<file path="config.mk">
export PLATFORM = sky130hd
export DESIGN_NAME = spawn_scheduler
export DESIGN_NICKNAME = d
export VERILOG_FILES = /design/src/rtl/spawn_scheduler.sv
export SDC_FILE = /design/constraint.sdc
export NUM_CORES = 1
export LEC_CHECK = 0
export ABC_AREA = 1
export CORE_MARGIN = 5
export CORE_UTILIZATION = 35
export CTS_CLUSTER_SIZE = 24
export DETAILED_ROUTE_END_ITERATION = 6
export PLACE_DENSITY_LB_ADDON = 0.2
export RECOVER_POWER = 50
export REMOVE_ABC_BUFFERS = 1
export SLEW_MARGIN = 20
export SYNTH_ARGS = -nofsm -noshare
export SYNTH_HDL_FRONTEND = slang
export SYNTH_SLANG_ARGS = --single-unit
</file>
<file path="constraint.sdc">
create_clock -name clk_in -period 2.16 [get_ports clk_in]
set_clock_uncertainty 0.15 [all_clocks]
set_input_delay 0.216 -clock clk_in [delete_from_list [all_inputs] [get_ports clk_in]]
set_output_delay 0.216 -clock clk_in [all_outputs]
set_load 0.005 [all_outputs]
</file>
<file path="src/rtl/spawn_scheduler.sv">
// Obstacle spawn scheduler: waits a requested number of video frames, then grants
// a lane that has not spawned within the last LANE_GAP frames.
module spawn_scheduler #(
    parameter int LANE_GAP   = 8,
    parameter int WAIT_SHIFT = 0
) (
    input  logic       clk_in,
    input  logic       rst_in,
    input  logic       game_reset,
    input  logic       frame_trigger,
    input  logic       start_timer,
    input  logic [5:0] time_to_wait,
    input  logic [1:0] random_lane,
    output logic       expired_out,
    output logic [1:0] lane_out,
    output logic       busy
);

    localparam int CW = 6 + WAIT_SHIFT;

    typedef enum logic [1:0] {IDLE, COUNT, PICK} state_t;

    state_t          state_q;
    logic [CW-1:0]   wait_cnt_q;
    logic [2:0][5:0] cool_q;

    logic [CW-1:0] wait_load;
    logic [1:0]    first_lane;
    logic [1:0]    cand1;
    logic [1:0]    cand2;
    logic [1:0]    win;
    logic          found;

    function automatic logic [1:0] next_lane(input logic [1:0] l);
        return (l == 2'd2) ? 2'd0 : l + 2'd1;
    endfunction

    assign wait_load = CW'(time_to_wait) << WAIT_SHIFT;

    // Rotating priority starting at the sanitised random lane.
    always_comb begin
        first_lane = (random_lane == 2'd3) ? 2'd0 : random_lane;
        cand1      = next_lane(first_lane);
        cand2      = next_lane(cand1);
        found      = 1'b1;
        win        = first_lane;
        if (cool_q[first_lane] == 6'd0) begin
            win = first_lane;
        end else if (cool_q[cand1] == 6'd0) begin
            win = cand1;
        end else if (cool_q[cand2] == 6'd0) begin
            win = cand2;
        end else begin
            found = 1'b0;
        end
    end

    always_ff @(posedge clk_in or posedge rst_in) begin
        if (rst_in) begin
            state_q     <= IDLE;
            wait_cnt_q  <= '0;
            // NOTE: the cooldowns are a small register array, not RAM, so they take the reset.
            cool_q      <= '0;
            expired_out <= 1'b0;
            lane_out    <= 2'd0;
            busy        <= 1'b0;
        end else if (game_reset) begin
            state_q     <= IDLE;
            wait_cnt_q  <= '0;
            cool_q      <= '0;
            expired_out <= 1'b0;
            lane_out    <= 2'd0;
            busy        <= 1'b0;
        end else begin
            expired_out <= 1'b0;

            if (frame_trigger) begin
                for (int i = 0; i < 3; i++) begin
                    if (cool_q[i] != 6'd0) begin
                        cool_q[i] <= cool_q[i] - 6'd1;
                    end
                end
            end

            unique case (state_q)
                IDLE: begin
                    if (start_timer) begin
                        wait_cnt_q <= wait_load;
                        busy       <= 1'b1;
                        state_q    <= (wait_load == '0) ? PICK : COUNT;
                    end
                end
                COUNT: begin
                    if (frame_trigger) begin
                        if (wait_cnt_q <= CW'(1)) begin
                            wait_cnt_q <= '0;
                            state_q    <= PICK;
                        end else begin
                            wait_cnt_q <= wait_cnt_q - CW'(1);
                        end
                    end
                end
                PICK: begin
                    if (found) begin
                        expired_out <= 1'b1;
                        lane_out    <= win;
                        // NOTE: this later non-blocking write overrides the frame decrement above.
                        cool_q[win] <= 6'(LANE_GAP);
                        busy        <= 1'b0;
                        state_q     <= IDLE;
                    end
                end
                default: begin
                    state_q <= IDLE;
                    busy    <= 1'b0;
                end
            endcase
        end
    end

endmodule

</file>
* Yosys cells after proc, flatten, opt, wreduce, memory -nomap -nowiden
Cells that the tools add are included. Widths: inputs -> output; s select.
Word-level totals: output and inout port bits 4, input bits 13, register bits 30, logic and storage cells 96
Cells by class: bitwise gates (word level) 3, add/subtract/negate cells 6, multiplexer cells 47, eq/ne operators 10, magnitude comparators 6, reductions and logical operators 16
Operators by type and width (count):
- $mux 18 | 5
- $mux 6 | 11
- $bmux 6 s2 | 3
- $mux 2 | 15
- $logic_not 6->1 | 4
- $sub 6x1->6 const B | 4
- $reduce_bool 6->1 | 3
- $and 15x15->15 | 1
- $not 15->15 | 1
- $demux 6 s2 | 1
- $lt 2x3->1 const B | 4
- $ne 3x3->1 const B | 4
- $pmux 6 s2 | 1
- $mux 1 | 9
- $eq 2x2->1 const B | 4
- $le 6x1->1 const B | 1
- $pmux 2 s3 | 1
- $reduce_and 3->1 | 2
- $add 2x1->2 const B | 2
- $reduce_and 4->1 | 1
- $reduce_bool 2->1 | 2
- $or 3x3->3 | 1
- $pmux 1 s3 | 1
- $reduce_bool 3->1 | 1
- 6 further kinds | 6

* Longest topological paths before layout
depth after elaboration 21, depth in mapped cells 15, mapped depth without buffers 15

* Worst setup path after synthesis
OpenSTA, ideal clock, no wires.
path kind input -> register, from input port random_lane[0], to register cool_q[10] (netlist bit), setup slack 310 ps, stages on the path 13, data required time 1890 ps, data arrival time 1580 ps, library setup time 120 ps, path buffers 0, path through inv_1 -> ha_1 -> inv_1 -> nand3_1 -> o21ai_1 -> nand2_1 -> nand2_4 -> o21ai_2 -> nand2_1 -> nand2_2 -> nand3_2 -> nand2_1 -> nor2_1
Between the ends: cells in the longest elaborated chain, start to end 21, elaborated cells on any way between the ends 33, those cells by class add/sub (2); order compare (2); eq/ne (3); mux (20); bitwise (2); reduce/logical (4)
Ends and longest elaborated chain:
- start, declared | RTL line 13 | input logic [1:0] random_lane,
- $eq 2x2->1 | RTL line 42 | first_lane = (random_lane == 2'd3) ? 2'd0 : random_lane;
- $mux 2 * | RTL line 42
- $add 2x1->2 or $eq 2x2->1 (tied branches) | RTL line 35 | return (l == 2'd2) ? 2'd0 : l + 2'd1;
- $mux 2 | RTL line 35
- $add 2x1->2 or $eq 2x2->1 (tied branches) | RTL line 35
- $mux 2 | RTL line 35
- $bmux 6 s2 | RTL line 51 | end else if (cool_q[cand2] == 6'd0) begin
- $mux 6 (not written as such) | RTL line 51
- (+5 left out)
- $logic_and 1x1->1 (not written as such) | RTL line 108 | cool_q[win] <= 6'(LANE_GAP);
- $mux 6 (not written as such) | RTL line 108
- $demux 6 s2 | RTL line 108
- $not 15->15 (no line)
- $and 15x15->15 (no line)
- $mux 18 * | RTL line 104 | if (found) begin
- $mux 18 * | RTL line 85 | unique case (state_q)
- $mux 18 * | RTL line 67 | end else if (game_reset) begin
- end signal, assigned by index | RTL line 80 | cool_q[i] <= cool_q[i] - 6'd1;
- end signal, assigned by index | RTL line 108
- end, declared | RTL line 25 | logic [2:0][5:0] cool_q;
Mark *: on every way between the ends. The rest lies on a longest branch, timed or not. The select of a mux whose other input is x is not followed. A chain may end at the register's enable or synchronous reset.

* Final worst setup path
from register cool_q[14] (netlist bit), to register cool_q[14] (netlist bit)
Between the ends: cells in the longest elaborated chain, start to end 15, elaborated cells on any way between the ends 30, those cells by class add/sub (1); order compare (2); mux (20); bitwise (2); reduce/logical (5)
Ends and longest elaborated chain:
- $bmux 6 s2 | RTL line 51
- $mux 6 (not written as such) | RTL line 51
- $logic_not 6->1 | RTL line 51
- $mux 2 | RTL line 51
- $mux 2 | RTL line 49 | end else if (cool_q[cand1] == 6'd0) begin
- $mux 2 | RTL line 47 | if (cool_q[first_lane] == 6'd0) begin
- $lt 2x3->1 (not written as such) or $ge 2x1->1 (tied branches) | RTL line 108
- $logic_and 1x1->1 (not written as such) | RTL line 108
- $mux 6 (not written as such) | RTL line 108
- $demux 6 s2 | RTL line 108
- $not 15->15 (no line)
- $and 15x15->15 (no line)
- $mux 18 | RTL line 104
- $mux 18 * | RTL line 85
- $mux 18 * | RTL line 67
Marks and branches as above.

==> out/metrics.cfg <==
[clock_tree]
cts_buffers = 5
hold_buffers = 0
cts_buffer_depth = 2
clk_pin_slew_worst_paths_ps = 60
tritoncts = done
root_buffer = clkbuf_8
clk_latency_ps = 280
ctsHtreeMaxLevel = 2
cts_sinks = 30

[drt]
first_pass_iters = 4
drtIter0Drc = 67
ant_nets = 0
drc_errors = 0
wl_per_cell_um = 11.9
wirelength_um = 4680
num_vias = 1875
viasPerCell = 4.78

[sta]
slew_headroom_pct = 47.0
tightestPinTransition_ps = 795
timing.fmax_mhz = 511
fin_crit_sh_pct = 90.6
rsz0062_at_grt = no
final-hold-violation-count = 0
setup_viol = 0
worst_slack_ps = 203
finalMaxSlewViolations = 0
period_needed_ps = 1960

[power]
vdd_drop_max_v = 0.000583
leakagePower_nw = 1.32
power.density_mw_per_mm2 = 1500

[worst_setup_path]
timing.rr.start = cool_q[14]
rr_endpoint = cool_q[14]
cp-end-kind = flip-flop
worstPathRequired_ps = 2160
crit_fanout = 6
cp-endpoint = cool_q[14]
start_kind = flip-flop
cp-startpoint = cool_q[14]
worstSetupPathType = flip-flop to flip-flop
rrSetupSlack_ps = 200
rr_worst_depth = 10
critical_path_arrival_ps = 1960

[logic_synthesis]
yosys_warnings = 0
syn-instance-count = 277
synthArstFlopShare_pct = 100
synth_edf_count = 0
ys_ff_latch = 30
synth_area_per_cell_um2 = 7.77
ys_types = 41
synth_area_mm2 = 0.00215
synthFlopType = dfrtp_1
ys_seq_area_share_pct = 34.9

[hold_path]
hp-class = flip-flop to flip-flop

[floorplan]
floorplan.initialDensity_pct = 36.1
dieArea_mm2 = 0.00782
coreArea_mm2 = 0.00596
die_w_um = 88.4
io_pins = 17
core.rowCount = 28
die_y_um = 88.4

[global_route]
grt-ovfl-total = 0
grt_usage_pct = 13.2
grt_max_degree = 31
grt_pass1_vias = 1830
grt_pass1_wl_um = 8180
antenna_found_initial = 0

[place]
gp_congestion = 0.896
hpwlAfterDp_um = 3660
dp.cells = 385
dpl_worst_slack_ps = -324
port_buffers = 16

[final_layout]
final_nets = 343
area_growth_pct = 24.9
final_layout_size_suffix_gt1_share_pct = 22.7
final_util_pct = 45.1
stdcell_count = 392
n_antenna_cell = 0

[flow_run]
cap_violations = 0

[status]
outcome = completed

==> synthesized netlist by cell type (2+ instances only) <==
| cell type | n | area share, % |
|---|---|---|
| nand2_1 | 51 | 8.9 |
| inv_1 | 35 | 6.1 |
| nor2_1 | 33 | 5.8 |
| dfrtp_1 | 30 | 35 |
| nand3_1 | 21 | 4.9 |
| xor2_1 | 13 | 5.3 |
| ha_1 | 12 | 7.0 |
| o21ai_0 | 10 | 2.3 |
| nand2_2 | 7 | 2.0 |
| nor3_1 | 7 | 1.6 |
| nor2_4 | 5 | 2.6 |
| nand4_1 | 4 | 1.2 |
| nor2_2 | 4 | 1.2 |
| inv_2 | 3 | 0.52 |
| nand3_2 | 3 | 1.4 |
| nand3b_1 | 3 | 1.0 |
| nor4_1 | 3 | 0.87 |
| o22ai_1 | 3 | 0.87 |
| xnor2_1 | 3 | 1.2 |
| a21oi_1 | 2 | 0.47 |
| o21ai_1 | 2 | 0.47 |
| o21ai_2 | 2 | 0.81 |
| o21bai_1 | 2 | 0.70 |
| or2_2 | 2 | 0.58 |
==> metrics by stage <==
| stage | cell area [um2] | hold slack (ps) | total power (W) | setup TNS [ps] |
|---|---|---|---|---|
| 2_1_floorplan | 2140 | 132 | 0.00283 | 0 |
| 3_3_place_gp | 2540 | 354 | 0.00348 | -5770 |
| 3_5_place_dp | 2540 | 355 | 0.00348 | -6510 |
| 4_1_cts | 2630 | 188 | 0.00395 | 0 |
| 5_1_grt | 2690 | 445 | 0.00446 | 0 |
| 6_report | 2690 | 377 | 0.00402 | 0 |
==> layer usage <==
metal	GRT usage (%)	part of all wire [%]	vias to the layer above
met5	0	0	-
met4	3.71	0.56	0
met3	3.07	2.6	4
met2	20.9	48	15
met1	18.1	49	878
li1	-	-	978
==> power by group <==
part	internal, W	leakage [nW]	switching, W
clock network	0.000245	0.0431	0.000192
registers	0.000810	0.398	0.000256
logic	0.00107	0.878	0.00145
total	0.00213	1.32	0.00189
==> placed cells by master (no fill, tap or decap), types with 2 or more instances in the layout <==
cell type,count
nand4_1,4
clkbuf_8,6
nand3_2,3
ha_1,10
inv_2,6
nor2_1,31
o21bai_1,2
dfrtp_1,30
nand2_4,2
o22ai_1,3
nand2_2,10
clkdlybuf4s50_1,11
nor3_1,7
buf_4,20
dlygate4sd3_1,3
or2_2,2
xor2_1,13
nand3_1,21
nor4_1,3
a21oi_2,2
xnor2_1,3
nor2_2,4
o21ai_0,10
inv_1,31
nand2_1,47
nand3b_1,3
o21ai_1,2
nor2_4,7
==> area by class of cell <==
class,instances,area [um2]
repair buffers,37,317
inverters,38,145
multi-input cells,206,1300
flip-flops and latches,30,751
fillers,614,3270
well taps,75,93.8
clock buffers,6,82.6
==> what timing repair did <==
| item | in CTS | in global routing |
|---|---|---|
| setup buffers | 0 | 1 |
| gates resized for setup | 2 | 18 |
| pin swaps | 2 | 10 |
| endpoints found under the setup margin | 10 | 22 |
==> flip-flops by register name, indices dropped and copies added (netlist names) <==
signal and cells:
wait_cnt_q 6, state_q 2, cool_q 18, lane_out 2, busy 1, expired_out 1
==> kinds of logic after synthesis <==
logic type | synth area share [%]
buffers and inverters | 7.38
AND/OR/NAND/NOR | 33.7
flip-flops | 34.9
multiplexers | 0.523
adder cells (fa/ha/maj) | 6.98
XOR/XNOR | 6.51
AO/OA/AOI/OAI | 10.0
==> worst min path at each step <==
stage,startpoint,endpoint,slack (ps),depth (start not counted)
6_report,busy,busy,380,2
5_1_grt,busy,busy,440,2
3_5_place_dp,busy,busy,360,2
3_3_place_gp,busy,busy,350,2
2_1_floorplan,game_reset,expired_out,130,1
4_1_cts,rst_in,wait_cnt_q[3],190,3
==> worst max-delay path, stage by stage (launching register included) <==
cell and delay [ps]:
dfrtp_1 410, nor2_2 190, nand3_2 170, nand2_1 90, nand2_1 60, nand2_2 130, nor2_4 70, a21oi_4 240
nand3_4 120, nor2_4 170, nor3_1 60
No activity file was read; power rests on OpenSTA's default activity.
